## src/rtl/uart_host_mem_arbiter.sv

```systemverilog
// Shares the instr/data memory port between UART host packets and the CPU.
// Host always wins; read results are streamed back MSB-first, one byte per TX slot.
module uart_host_mem_arbiter #(
  parameter int ADDR_BITS = 9,
  parameter int DATA_W    = 32
) (
  input  logic                 clk,
  input  logic                 rst_n,
  input  logic                 pkt_valid,
  input  logic                 pkt_rw,
  input  logic                 pkt_mem_sel,
  input  logic [ADDR_BITS-1:0] pkt_addr,
  input  logic [DATA_W-1:0]    pkt_wdata,
  input  logic                 cpu_req,
  input  logic                 cpu_we,
  input  logic                 cpu_sel,
  input  logic [ADDR_BITS-1:0] cpu_addr,
  input  logic [DATA_W-1:0]    cpu_wdata,
  output logic                 cpu_stall,
  output logic                 mem_en,
  output logic                 mem_we,
  output logic                 mem_sel,
  output logic [ADDR_BITS-1:0] mem_addr,
  output logic [DATA_W-1:0]    mem_wdata,
  input  logic [DATA_W-1:0]    mem_rdata,
  output logic                 tx_start,
  output logic [7:0]           tx_byte,
  input  logic                 tx_busy,
  output logic                 overflow
);

  typedef enum logic [2:0] {
    IDLE, WRITE, READ, RWAIT, TXWAIT, TXSTART, TXGUARD
  } state_t;

  state_t               state, state_nxt;
  logic                 pend_valid, pend_rw, pend_sel;
  logic [ADDR_BITS-1:0] pend_addr;
  logic [DATA_W-1:0]    pend_wdata;
  logic                 op_sel;
  logic [ADDR_BITS-1:0] op_addr;
  logic [DATA_W-1:0]    op_wdata;
  logic [DATA_W-1:0]    rdata_q;
  logic [1:0]           byte_cnt;
  logic                 consume;

  assign consume   = (state == IDLE) && pend_valid;
  assign cpu_stall = (state != IDLE) || pend_valid;

  // A packet arriving on the cycle the buffer drains takes the freed slot.
  always_ff @(posedge clk or negedge rst_n) begin
    if (!rst_n) begin
      pend_valid <= 1'b0;
      pend_rw    <= 1'b0;
      pend_sel   <= 1'b0;
      pend_addr  <= '0;
      pend_wdata <= '0;
      overflow   <= 1'b0;
    end else begin
      if (pkt_valid && (!pend_valid || consume)) begin
        pend_valid <= 1'b1;
        pend_rw    <= pkt_rw;
        pend_sel   <= pkt_mem_sel;
        pend_addr  <= pkt_addr;
        pend_wdata <= pkt_wdata;
      end else if (consume) begin
        pend_valid <= 1'b0;
      end
      if (pkt_valid && pend_valid && !consume)
        overflow <= 1'b1;
    end
  end

  always_ff @(posedge clk or negedge rst_n) begin
    if (!rst_n) begin
      state    <= IDLE;
      op_sel   <= 1'b0;
      op_addr  <= '0;
      op_wdata <= '0;
      rdata_q  <= '0;
      byte_cnt <= 2'd0;
    end else begin
      state <= state_nxt;
      if (consume) begin
        op_sel   <= pend_sel;
        op_addr  <= pend_addr;
        op_wdata <= pend_wdata;
      end
      if (state == RWAIT) begin
        rdata_q  <= mem_rdata;
        byte_cnt <= 2'd0;
      end else if (state == TXGUARD && byte_cnt != 2'd3) begin
        byte_cnt <= byte_cnt + 2'd1;
      end
    end
  end

  always_comb begin
    state_nxt = state;
    mem_en    = 1'b0;
    mem_we    = 1'b0;
    mem_sel   = 1'b0;
    mem_addr  = '0;
    mem_wdata = '0;
    tx_start  = 1'b0;
    tx_byte   = 8'd0;
    case (state)
      IDLE: begin
        if (pend_valid) begin
          state_nxt = pend_rw ? WRITE : READ;
        end else begin
          mem_en    = cpu_req;
          mem_we    = cpu_we;
          mem_sel   = cpu_sel;
          mem_addr  = cpu_addr;
          mem_wdata = cpu_wdata;
        end
      end
      WRITE: begin
        mem_en    = 1'b1;
        mem_we    = 1'b1;
        mem_sel   = op_sel;
        mem_addr  = op_addr;
        mem_wdata = op_wdata;
        state_nxt = IDLE;
      end
      READ: begin
        mem_en    = 1'b1;
        mem_sel   = op_sel;
        mem_addr  = op_addr;
        state_nxt = RWAIT;
      end
      RWAIT:   state_nxt = TXWAIT;
      TXWAIT:  if (!tx_busy) state_nxt = TXSTART;
      TXSTART: begin
        tx_start = 1'b1;
        case (byte_cnt)
          2'd0:    tx_byte = rdata_q[31:24];
          2'd1:    tx_byte = rdata_q[23:16];
          2'd2:    tx_byte = rdata_q[15:8];
          default: tx_byte = rdata_q[7:0];
        endcase
        state_nxt = TXGUARD;
      end
      // The transmitter's busy flag lags tx_start by a cycle, so it is not trusted here.
      TXGUARD: state_nxt = (byte_cnt == 2'd3) ? IDLE : TXWAIT;
      default: state_nxt = IDLE;
    endcase
  end

endmodule

```

## config.mk

```make
export PLATFORM = sky130hd
export DESIGN_NAME = uart_host_mem_arbiter
export DESIGN_NICKNAME = d
export VERILOG_FILES = /design/src/rtl/uart_host_mem_arbiter.sv
export SDC_FILE = /design/constraint.sdc
export NUM_CORES = 1
export LEC_CHECK = 0
export CAP_MARGIN = 10
export CORE_MARGIN = 2
export CORE_UTILIZATION = 46
export DETAILED_ROUTE_END_ITERATION = 12
export PLACE_DENSITY_LB_ADDON = 0.3
export SYNTH_ARGS = -nofsm -noshare
export SYNTH_HDL_FRONTEND = slang
export SYNTH_SLANG_ARGS = --single-unit
export TNS_END_PERCENT = 30
```

## constraint.sdc

```tcl
create_clock -name clk -period 2.05 [get_ports clk]
set_input_delay 0.41 -clock clk [delete_from_list [all_inputs] [get_ports clk]]
set_output_delay 0.41 -clock clk [all_outputs]
set_load 0.005 [all_outputs]
```

After elaboration in Yosys (flattened, before gate mapping)

Index checks and enable logic that the tools add are counted.

Register bits: 124
Bits in latches: 0
RAM bits: 0
ROM bits: 0
Input port bits: 123
Output and inout bits: 55
Memories: 0

$add $sub $neg: 1
Multipliers: 0
Divide/modulo/power cells: 0
Magnitude comparators: 0
Equal/unequal tests: 12
Shifts and indexed selects: 0
Multiplexer cells: 22
Bitwise logic cells: 0
Reduce and logical (&&, ||, !) cells: 16

Operator list:

| operator              | number |
|---|---|
| $pmux W32 S2          | 1 |
| $mux W32              | 1 |
| $pmux W8 S3           | 1 |
| $pmux W3 S6           | 1 |
| $pmux W9 S2           | 1 |
| $eq A3 B3 Y1 const B  | 3 |
| $mux W3               | 3 |
| $mux W9               | 1 |
| $mux W8               | 1 |
| $eq A3 B2 Y1 const B  | 2 |
| $mux W1               | 6 |
| $mux W2               | 3 |
| $ne A2 B2 Y1 const B  | 3 |
| $pmux W1 S2           | 3 |
| $logic_and A1 B1 Y1   | 5 |
| $eq A2 B2 Y1 const B  | 2 |
| $reduce_bool A2 Y1    | 2 |
| $eq A3 B1 Y1 const B  | 1 |
| $logic_not A3 Y1      | 1 |
| $reduce_bool A3 Y1    | 1 |
| $add A2 B1 Y2 const B | 1 |
| $eq A2 B1 Y1 const B  | 1 |
| $logic_not A1 Y1      | 2 |
| $logic_not A2 Y1      | 1 |
| other kinds (3)       | 4 |

Longest topological paths before layout

Depth after elaboration: 5
Mapped depth: 5
Gate-level depth less buffers: 5

Least setup slack after synthesis

OpenSTA, ideal clock, no wires.

Path type: reg2out
From: register state[2]
To: output mem_wdata[14]
Data arrival time: 1.325 ns
Required time: 1.640 ns
Slack: 0.315 ns
Stages on the path, launching flop included: 5
Path buffers: 2
Cells stage by stage: dfrtp_1 > buf_4 > nor3b_2 > buf_2 > a22o_1

Word-level cells in the longest chain between the ends: 2

RTL lines:

| item                                                    | line | text |
|---|---|---|
| from (decl)                                             | 36   | `state_t state, state_nxt;` |
| from (signal assigned)                                  | 83   | `state <= state_nxt;` |
| $eq A3 B1 Y1 / $logic_not A3 Y1 (equally long branches) | 107  | `case (state)` |
| $pmux W32 S2 (*)                                        | 107  |  |
| to (decl)                                               | 24   | `output logic [DATA_W-1:0] mem_wdata,` |

Every way passes the cells marked *; elsewhere a longest branch is shown, timed or not.

Worst setup path after layout

From: register state[2]
To: output mem_wdata[29]

Same word-level chain as after synthesis.

==> qor.txt <==
Syn Inst Count: 377
Root Driver: clkbuf_16
VDD IR-drop max: 0.799 mV
Arr. time, crit path: 1.90 ns
Total power: 13.2 mW
Chip width: 114 µm
H-tree depth: 4
Die ar.: 0.0129 mm²
Worst setup path start: state[2]
Crit end category: output pin
CP max FO: 7
Fin. Hold Viols: 0
Net switching power: 4.16 mW
Number of synthesized flops with an enable pin: 0
Synthesized net count: 504
Final wirelength: 14,800 µm
Port buffer count: 177
Failing checks: negative setup slack
Starting density of the core: 46.6%
CTS Buffer Depth: 2
Crit path time final: 2.31 ns
Clk pwr share: 23.3%
Worst r2r dst: op_wdata[3]
DRC Markers: 0
P&R area growth vs syn: 51.7%
Setup CP Type: flip-flop to output pin
FP Rows: 40
PnR worst setup slack: -0.264 ns
Cell variety after synth: 35
Status: complete, but fails checks
Leak: 3.72 nW
Cell taking the most area after synthesis: dfrtp_1
RSZ-0062 raised after global routing: yes
Number of diodes: 0
Avg WL per Cell: 19.5 µm
First DRT Iteration DRCs: 228
CTS buffer count: 17
Worst Setup EP: mem_wdata[29]
Fill count: 808
Commonest non-fill, non-tap cell in the layout: clkdlybuf4s50_1
Final Instance Area: 0.00838 mm²
Post-Place Setup Slack: -0.184 ns
Tot GR Track Use: 22.9%
Required @ worst endpoint: 1.64 ns
Final Slew Violations: 0
Seq pwr share: 34.6%
Gate power share: 42.1%
Clock skew: 0.0103 ns
Commonest non-fill, non-tap cells in the layout: clkdlybuf4s50_1 (122), dfrtp_1 (121), mux2_2 (78)
Power per Cell Area: 1580 mW/mm²
Slew HR: 67.7%
Clock Latency Late Sink: 0.42 ns
Routed vias/inst: 5.41
DR vias: 4,115
Hold crit path type: primary input to async pin
Core Util, Final: 70.6%
Worst r2r src: state[1]
Largest net degree at the start of global routing: 67
Synth area leaders: dfrtp_1 (56%), mux2_2 (16%), a22o_1 (6.7%)
Top cell type's share of synthesized area: 56.2%
CORE AREA: 0.0119 mm²
Reg clk slew, reported paths: 0.05 ns
Layout cells sized above 1: 41.0%
Final std cells w/o fill: 761
Synth Register Bits: 124
CTS tree: yes
Final period utilization: 113%
Worst-Margin Slew: 0.484 ns
Seq/Total Area, Yosys: 56.2%
Number of max-cap violations: 0
Peak Freq: 432 MHz
Yosys warnings: 0
Critical Path Start Type: flip-flop
Initial antenna violation count: 0
Area post-placement: 0.00755 mm²
HPWL after DPL: 9480 µm
Total grt overflow: 0
Synth async-reset ratio: 100%
Cell Area, Synth: 0.00552 mm²
Ys flop type: dfrtp_1
Sw Ratio: 31.4%
P_int: 9.07 mW
GP Congestion: 0.775
Final ANT Viol Nets: 0
Syn Area/Cell: 14.6 µm²
R2R setup slack: 0.12 ns
Nets@finish: 728
Vias in the first global route: 4,354
Pre-Repair DR Iteration Count: 4
Sink Count: 124
Ports: 178
Final Setup Violations: 53
Die Y: 114 µm
Worst R2R Path Depth: 6
Placed Cells: 699
First-pass GRT wire length: 22,500 µm
[stage by stage]
step | hold slack, ns | TNS, ns
after floorplan | 0.114 | 0
after global placement | 0.246 | -5.02
after detailed placement | 0.249 | -6.57
after CTS | 0.365 | -8.73
after global routing | 0.368 | -15.56
final | 0.366 | -11.24
[worst min-delay path by stage]
stage                from          end  depth (start not counted)
floorplan           rst_n  byte_cnt[0]                          0
global placement    rst_n  rdata_q[12]                          1
detailed placement  rst_n  rdata_q[28]                          1
CTS                 rst_n  rdata_q[12]                          2
global route        rst_n  rdata_q[12]                          2
finish              rst_n  rdata_q[12]                          2
[layout make-up]
type,instances,area (µm²),share of cell area (%)
Clock buffer,19,453,5.41
Clock inverter,13,165,1.97
Inverter,9,36.3,0.433
Multi-Input combinational cell,217,2250,26.9
Sequential cell,124,3110,37.1
Tap cell,147,184,2.20
Timing Repair Buffer,232,2180,26.0
[repair_timing]
action / 4_1_cts / 5_1_grt
hold buffers: 1 / 0
pin swaps: 35 / 20
setup buffers: 13 / 12
resized for setup: 217 / 53
setup endpoints to repair: 54 / 54
endpoints found under the hold margin: 6 / 0
gates cloned: 7 / 2
[kinds of logic after synthesis]
family	share of synthesized area, %
buf+inv	4.28
xor+xnor	0.159
fa+ha+maj	0.906
simple gates	2.42
compound gates	11.5
mux	24.5
flops	56.2
[power by group through the flow]
stage	logic, mW	registers [mW]	clock network, mW
after CTS	5.32	4.51	3.12
final	5.56	4.57	3.09
after global placement	5.02	4.46	0
after floorplan	3.38	4.25	0
after global routing	5.96	4.70	3.26
after detailed placement	5.21	4.54	0
[critical path: stages, from the launching register on]
cell     delay [ns]
dfrtp_1        0.39
buf_6          0.13
nor4_4         0.26
buf_6          0.14
buf_6          0.10
buf_6          0.12
buf_16         0.11
a22o_1         0.12
buf_2          0.11
[state kept, by name (all words and copies together), names as in the netlist]
register and count:
op_addr 9, pend_valid 1, rdata_q 32, pend_wdata 32, byte_cnt 2, op_wdata 32, op_sel 1, state 3
pend_rw 1, overflow 1, pend_sel 1, pend_addr 9
[metal layers]
| layer | up-vias | GRT usage, % | share of wire [%] |
|---|---|---|---|
| li1 | 1855 | - | - |
| met1 | 2059 | 27.6 | 39 |
| met2 | 174 | 38.1 | 50 |
| met3 | 27 | 7.33 | 7.8 |
| met4 | 0 | 9.59 | 2.6 |
| met5 | - | 0 | 0 |
[cell usage after synthesis, types with 2 or more instances]
master	number
ha_1	4
buf_4	4
mux2_1	29
a21oi_1	10
dfrtp_1	124
buf_6	10
nand2_1	6
buf_2	9
mux2_4	10
a21o_1	2
inv_1	9
a222oi_1	8
mux2_2	78
o21ai_0	10
buf_1	3
a22o_1	42
No activity file was read; power rests on OpenSTA's default activity.
